<file path="src/rtl/counter_bank_pkg.sv">
// Shared command encodings and FSM state type for the counter bank.
// Imported by the top and its testbench-visible interface logic.
package counter_bank_pkg;

    typedef enum logic [1:0] {
        OP_LOAD    = 2'b00,
        OP_INC     = 2'b01,
        OP_DEC     = 2'b10,
        OP_CLR_ALL = 2'b11
    } op_t;

    typedef enum logic [1:0] {
        ST_IDLE  = 2'b00,
        ST_PEND  = 2'b01,
        ST_SWEEP = 2'b10
    } state_t;

endpackage

</file>
<file path="src/rtl/tick_gen.sv">
// Free-running prescaler: tick is high while the counter is all ones (every cycle when DIV_LOG2=0).
// No latency beyond the counter itself; no backpressure.
module tick_gen #(
    parameter int DIV_LOG2 = 6
) (
    input  logic clk,
    input  logic rst,
    output logic tick
);

    localparam int CW = (DIV_LOG2 > 0) ? DIV_LOG2 : 1;

    logic [CW-1:0] r_cnt;

    always_ff @(posedge clk or posedge rst) begin
        if (rst) begin
            r_cnt <= '0;
        end else begin
            r_cnt <= r_cnt + CW'(1);
        end
    end

    // With no division the 1-bit counter still runs but the tick is forced high.
    assign tick = (DIV_LOG2 == 0) || (&r_cnt);

endmodule

</file>
<file path="src/rtl/counter_bank.sv">
// Register bank with two registered read ports and a tick-paced LOAD/INC/DEC/CLR_ALL command port.
// Reads: 1-cycle latency; commands: one at a time, ready low while pending or sweeping, done/ovf pulse after.
module counter_bank
    import counter_bank_pkg::*;
#(
    parameter int BIT_ADDR = 4,
    parameter int BIT_DATO = 3,
    parameter int DIV_LOG2 = 6,
    parameter int SAT      = 0,
    parameter int RST_VAL  = 0
) (
    input  logic                clk,
    input  logic                rst,
    input  logic [BIT_ADDR-1:0] addrR0,
    input  logic [BIT_ADDR-1:0] addrR1,
    output logic [BIT_DATO-1:0] datOutR0,
    output logic [BIT_DATO-1:0] datOutR1,
    input  logic                we,
    input  logic [1:0]          op,
    input  logic [BIT_ADDR-1:0] addrW,
    input  logic [BIT_DATO-1:0] datIn,
    output logic                ready,
    output logic                done,
    output logic                ovf
);

    localparam int                  NREG     = 2 ** BIT_ADDR;
    localparam logic [BIT_DATO-1:0] RST_DAT  = BIT_DATO'(RST_VAL);
    localparam logic [BIT_DATO-1:0] MAX_DAT  = '1;
    localparam logic [BIT_DATO-1:0] ONE_DAT  = BIT_DATO'(1);
    localparam logic [BIT_ADDR-1:0] LAST_IDX = BIT_ADDR'(NREG - 1);

    logic [BIT_DATO-1:0] r_mem [NREG];
    state_t              r_state;
    state_t              w_state_nxt;
    op_t                 r_op;
    logic [BIT_ADDR-1:0] r_addr;
    logic [BIT_ADDR-1:0] r_idx;
    logic [BIT_DATO-1:0] r_dat;
    logic [BIT_DATO-1:0] r_dout0;
    logic [BIT_DATO-1:0] r_dout1;
    logic                r_live;
    logic                r_done;
    logic                r_ovf;

    logic                w_tick;
    logic                w_accept;
    logic                w_is_clr;
    logic                w_apply;
    logic                w_sweep_wr;
    logic                w_last;
    logic                w_wrap;
    logic [BIT_DATO-1:0] w_cur;
    logic [BIT_DATO-1:0] w_new;

    tick_gen #(
        .DIV_LOG2(DIV_LOG2)
    ) u_tick_gen (
        .clk (clk),
        .rst (rst),
        .tick(w_tick)
    );

    assign w_accept = we && ready;
    assign w_is_clr = (op_t'(op) == OP_CLR_ALL);

    always_ff @(posedge clk or posedge rst) begin
        if (rst) begin
            r_state <= ST_IDLE;
        end else begin
            r_state <= w_state_nxt;
        end
    end

    always_comb begin
        w_state_nxt = r_state;
        case (r_state)
            ST_IDLE:  if (w_accept) w_state_nxt = w_is_clr ? ST_SWEEP : ST_PEND;
            ST_PEND:  if (w_tick) w_state_nxt = ST_IDLE;
            ST_SWEEP: if (w_tick && (r_idx == LAST_IDX)) w_state_nxt = ST_IDLE;
            default:  w_state_nxt = ST_IDLE;
        endcase
    end

    // r_live keeps ready low until the first edge after reset release.
    always_comb begin
        ready      = r_live && (r_state == ST_IDLE);
        w_apply    = (r_state == ST_PEND) && w_tick;
        w_sweep_wr = (r_state == ST_SWEEP) && w_tick;
        w_last     = w_sweep_wr && (r_idx == LAST_IDX);
    end

    always_comb begin
        w_cur  = r_mem[r_addr];
        w_new  = w_cur;
        w_wrap = 1'b0;
        case (r_op)
            OP_LOAD: w_new = r_dat;
            OP_INC: begin
                w_wrap = (w_cur == MAX_DAT);
                if (!w_wrap) begin
                    w_new = w_cur + ONE_DAT;
                end else if (SAT == 0) begin
                    w_new = '0;
                end
            end
            OP_DEC: begin
                w_wrap = (w_cur == '0);
                if (!w_wrap) begin
                    w_new = w_cur - ONE_DAT;
                end else if (SAT == 0) begin
                    w_new = MAX_DAT;
                end
            end
            default: w_new = w_cur;
        endcase
    end

    always_ff @(posedge clk or posedge rst) begin
        if (rst) begin
            r_op   <= OP_LOAD;
            r_addr <= '0;
            r_dat  <= '0;
            r_idx  <= '0;
        end else if (w_accept) begin
            if (w_is_clr) begin
                r_idx <= '0;
            end else begin
                r_op   <= op_t'(op);
                r_addr <= addrW;
                r_dat  <= datIn;
            end
        end else if (w_sweep_wr) begin
            r_idx <= r_idx + BIT_ADDR'(1);
        end
    end

    always_ff @(posedge clk or posedge rst) begin
        if (rst) begin
            for (int i = 0; i < NREG; i++) begin
                r_mem[i] <= RST_DAT;
            end
        end else if (w_apply) begin
            r_mem[r_addr] <= w_new;
        end else if (w_sweep_wr) begin
            r_mem[r_idx] <= RST_DAT;
        end
    end

    always_ff @(posedge clk or posedge rst) begin
        if (rst) begin
            r_dout0 <= RST_DAT;
            r_dout1 <= RST_DAT;
            r_live  <= 1'b0;
            r_done  <= 1'b0;
            r_ovf   <= 1'b0;
        end else begin
            r_dout0 <= r_mem[addrR0];
            r_dout1 <= r_mem[addrR1];
            r_live  <= 1'b1;
            r_done  <= w_apply || w_last;
            r_ovf   <= w_apply && w_wrap;
        end
    end

    assign datOutR0 = r_dout0;
    assign datOutR1 = r_dout1;
    assign done     = r_done;
    assign ovf      = r_ovf;

endmodule
</file>
<file path="config.mk">
export PLATFORM = sky130hd
export DESIGN_NAME = counter_bank
export DESIGN_NICKNAME = d
export VERILOG_FILES = /design/src/rtl/counter_bank_pkg.sv /design/src/rtl/tick_gen.sv /design/src/rtl/counter_bank.sv
export SDC_FILE = /design/constraint.sdc
export NUM_CORES = 1
export LEC_CHECK = 0
export CAP_MARGIN = 10
export CORE_MARGIN = 4
export CORE_UTILIZATION = 55
export DETAILED_ROUTE_END_ITERATION = 6
export PLACE_DENSITY = 0.76
export SLEW_MARGIN = 20
export SYNTH_ARGS = -nofsm -noshare
export SYNTH_HDL_FRONTEND = slang
export SYNTH_SLANG_ARGS = --single-unit
</file>
<file path="constraint.sdc">
create_clock -name clk -period 3.35 [get_ports clk]
set_input_delay 0.8375 -clock clk [delete_from_list [all_inputs] [get_ports clk]]
set_output_delay 0.8375 -clock clk [all_outputs]
set_load 0.02 [all_outputs]
</file>
==> summary.txt <==
Min path
  • End point of the most critical hold path: u_tick_gen.r_cnt[5]$_DFF_PP0_
  • Hold Crit Start: u_tick_gen.r_cnt[5]$_DFF_PP0_
  • Hold Crit Depth: 1
  • Min-Delay Path Class: flop to flop

Synth
  • Number of unique standard cell types used by synthesis: between 50 and 60
  • Sequential fraction of the synthesis area: between 30% and 40%
  • Gate count of the mapped netlist: about 490
  • Number of enable flip-flop cells after synthesis: 0
  • Register bit count reported by yosys: just under 80
  • Top cell type by total area after synthesis: dfrtp_1
  • Fraction of synthesized cell area taken by the top area cell type: between 30% and 40%
  • Share of flip-flops with an asynchronous set or reset after synthesis: 100%
  • Cell area after synthesis: roughly 5100 sq um
  • Main synth FF type: dfrtp_1
  • Post-synthesis area per instance: 10.4 sq um
  • Synthesized net count: roughly 520
  • Largest cells by area after synthesis: dfrtp_1 (39%), mux4_2 (17%), nand2_1 (6.0%)
  • Yosys warnings: 0

Finish
  • Share of final-layout standard cells stronger than drive strength 1: between 10% and 20%
  • Relative area change from synthesis to final layout: 12.3%
  • Most frequent standard cell in the layout excluding fill and tap cells: nand2_1
  • Layout net count: 545
  • Final instance area: approximately 5700 sq um
  • Antenna Cells: 0
  • Most frequent cells in the layout: nand2_1 (81), dfrtp_1 (77), mux4_2 (39), o21ai_0 (33), o211ai_1 (32)

Route
  • Via count: about 4,300
  • Detailed-route wire length per cell: 22.6 microns
  • Number of DRC violations after detailed routing: 0
  • Count of antenna-violating nets left after detailed routing: 0
  • Ratio of routed vias to standard cells: about 7
  • WL final: about 14,000 microns
  • TritonRoute pass-1 iters: 5
  • Initial drt markers: 442

STA
  • Max-slew headroom at the worst pin: between 40% and 50%
  • Tmin final: between 3 and 4 ns
  • WHS: ~0.47 ns
  • Number of hold violations in the final report: 0
  • Minimum setup slack in the final design: between 0.2 and 0.25 ns
  • RSZ-0062 raised after global routing: no
  • Final setup skew: 0.0101 ns
  • Least-Margin Pin Slew: approximately 0.8 ns
  • Final Max Slew Viols: 0
  • Final period utilization: 93.2%
  • FMAX: approximately 320 MHz
  • Aggregate negative setup slack: 0 ns
  • Final setup fails: 0

Global route
  • Antenna violations before repair: 0
  • Number of global-route vias before repair: about 4,200
  • Overall global routing resource usage: 27.2%
  • Largest net degree at the start of global routing: 79
  • Overall overflow remaining after global route: 0
  • Global-route wire length before repair: roughly 23,000 microns

Setup path
  • Source of the worst register-to-register timing path: r_addr[0]$_DFFE_PP0P_
  • Launching element of the worst setup path: r_addr[0]$_DFFE_PP0P_
  • Arrival time at the worst endpoint: roughly 3.4 ns
  • Class of the most critical setup path: flop to flop
  • CP startpoint kind: flop
  • Endpoint of the lowest-slack register-to-register path: r_mem[6]$_DFFE_PP0P_
  • Setup crit end kind: flop
  • Largest fanout on the critical path: 16
  • Count of cells along the worst register-to-register path: 12
  • Worst EP required: roughly 3.6 ns
  • Register-to-Register Setup Slack: around 0.23 ns

Clock network
  • Clock Latency Late Sink: roughly 0.36 ns
  • # H-tree levels: 3
  • Number of buffers created by CTS: 9
  • Clock Tree Root: clkbuf_8
  • Post-CTS clock slew at the launch and capture registers of the worst setup and hold paths: approximately 0.080 ns
  • Hold buffer count at CTS: 0
  • TritonCTS clock tree: done
  • Buffers from clock root to sink, at most: 2
  • Num Clock Sinks: between 70 and 80

Power and ir drop
  • Overall power: between 3000 and 4000 uW
  • Worst voltage drop across the vdd grid: 323 uV
  • Ratio of total power to cell area: 571 nW/um^2
  • Leakage power of the design: 0.00235 uW

Place
  • Placement Cell Area: roughly 5500 sq um
  • Gpl congestion: ~0.97
  • Worst slack at placement: 0.166 ns
  • DPL Wire Length: approximately 11,000 microns
  • Port Buffers: 28

Job
  • Number of max-capacitance violations reported: 0

Die
  • Floorplan die width: 104 microns
  • Die area: about 11,000 sq um
  • Starting density of the core: a little under three fifths
  • Die outline height: between 100 and 150 microns
  • Area inside the core boundary: 8850 sq um
  • I/O pin cnt: 29
  • Row count: 34

Status
  • Status: finished, final reports clean
## logic make-up (layout without fill, tap and decap cells)
group,count (synthesis),in the layout,synth area share [%]
AOI/OAI and AO/OA,107,107,14.8
xor gates and xnor gates,6,6,1.04
adders and majority gates,12,12,2.97
buffers and inverters,40,71,3.86
DFF,78,78,38.6
muxes,62,62,22.4
other,1,1,0.0742
and+or+nand+nor,179,179,16.3
## layout make-up
class	count	area [sq um]
tap	108	135
sequential	78	1950
fill	702	3170
timing repair buffer	45	420
multi-input combinational	367	2910
clock inverter	4	72.6
clock buffer	10	138
inverter	12	46.3
## worst max-delay path by stage
stage	to	slack, ns	cells after the start
6_report	r_mem[6]$_DFFE_PP0P_	0.23	12
5_1_grt	r_mem[6]$_DFFE_PP0P_	0.04	12
4_1_cts	r_mem[6]$_DFFE_PP0P_	0.11	12
3_5_place_dp	r_mem[6]$_DFFE_PP0P_	0.17	12
3_3_place_gp	r_mem[32]$_DFFE_PP0P_	0.15	6
2_1_floorplan	r_mem[24]$_DFFE_PP0P_	0.37	11
## cells in the mapped netlist (2+ instances only)
cell type  count
nand2_1       81
mux2i_1        9
inv_1         11
nand3_1       31
dfrtp_1       78
xnor2_1        2
and3_1         6
a21oi_1        5
nor3_1         5
mux2_2        13
nor4bb_1       2
o31ai_1        2
buf_1          3
nand2b_1       6
a22o_1         5
and2_1         4
nor3b_1        2
nor2b_1        6
buf_6          2
o21ai_0       33
o211ai_1      32
buf_4          2
mux4_2        39
ha_1          12
buf_2          4
o21ai_2       10
xor2_1         4
a21o_1         8
nor2_1        28
clkbuf_1      16
## power breakdown
part           switching [uW]  internal [uW]
sequential                132           1020
clock                     343            430
combinational             869            452
## flip-flops by register name (all words and copies together) (netlist names)
signal            cells
r_mem                48
u_tick_gen.r_cnt      6
r_addr                4
r_idx                 4
datOutR0              3
datOutR1              3
r_dat                 3
r_op                  2
r_state               2
done                  1
ovf                   1
r_live                1
## worst max-delay path, cell delays in order, from the launching register on
cell      delay, ns
dfrtp_2        0.49
buf_4          0.19
mux4_2         0.49
mux2i_1        0.18
mux2_4         0.22
clkinv_2       0.08
ha_1           0.23
and2_1         0.16
nand4b_1       0.11
o211ai_2       0.10
a311o_1        0.33
buf_4          0.22
o41ai_2        0.22
## timing repair
| item | CTS | global route |
|---|---|---|
| buffers inserted | 0 | 0 |
| setup endpoints to repair | 0 | 5 |
| gates resized for setup | 0 | 1 |
## layer usage
layer,track usage [%],vias to the layer above,wire length (microns)
met1,38.5,2148,5790
met2,42.5,230,6650
met4,8.36,0,368
li1,-,1862,-
met3,5.90,33,1290
met5,0,-,0
## through the flow
step | util, % | cells
final | 64.2 | 624
after global routing | 64.2 | 624
after CTS | 64.1 | 624
after detailed placement | 61.8 | 610
after global placement | 61.7 | 610
after floorplan | - | 485
(Power assumes the default switching activity.)
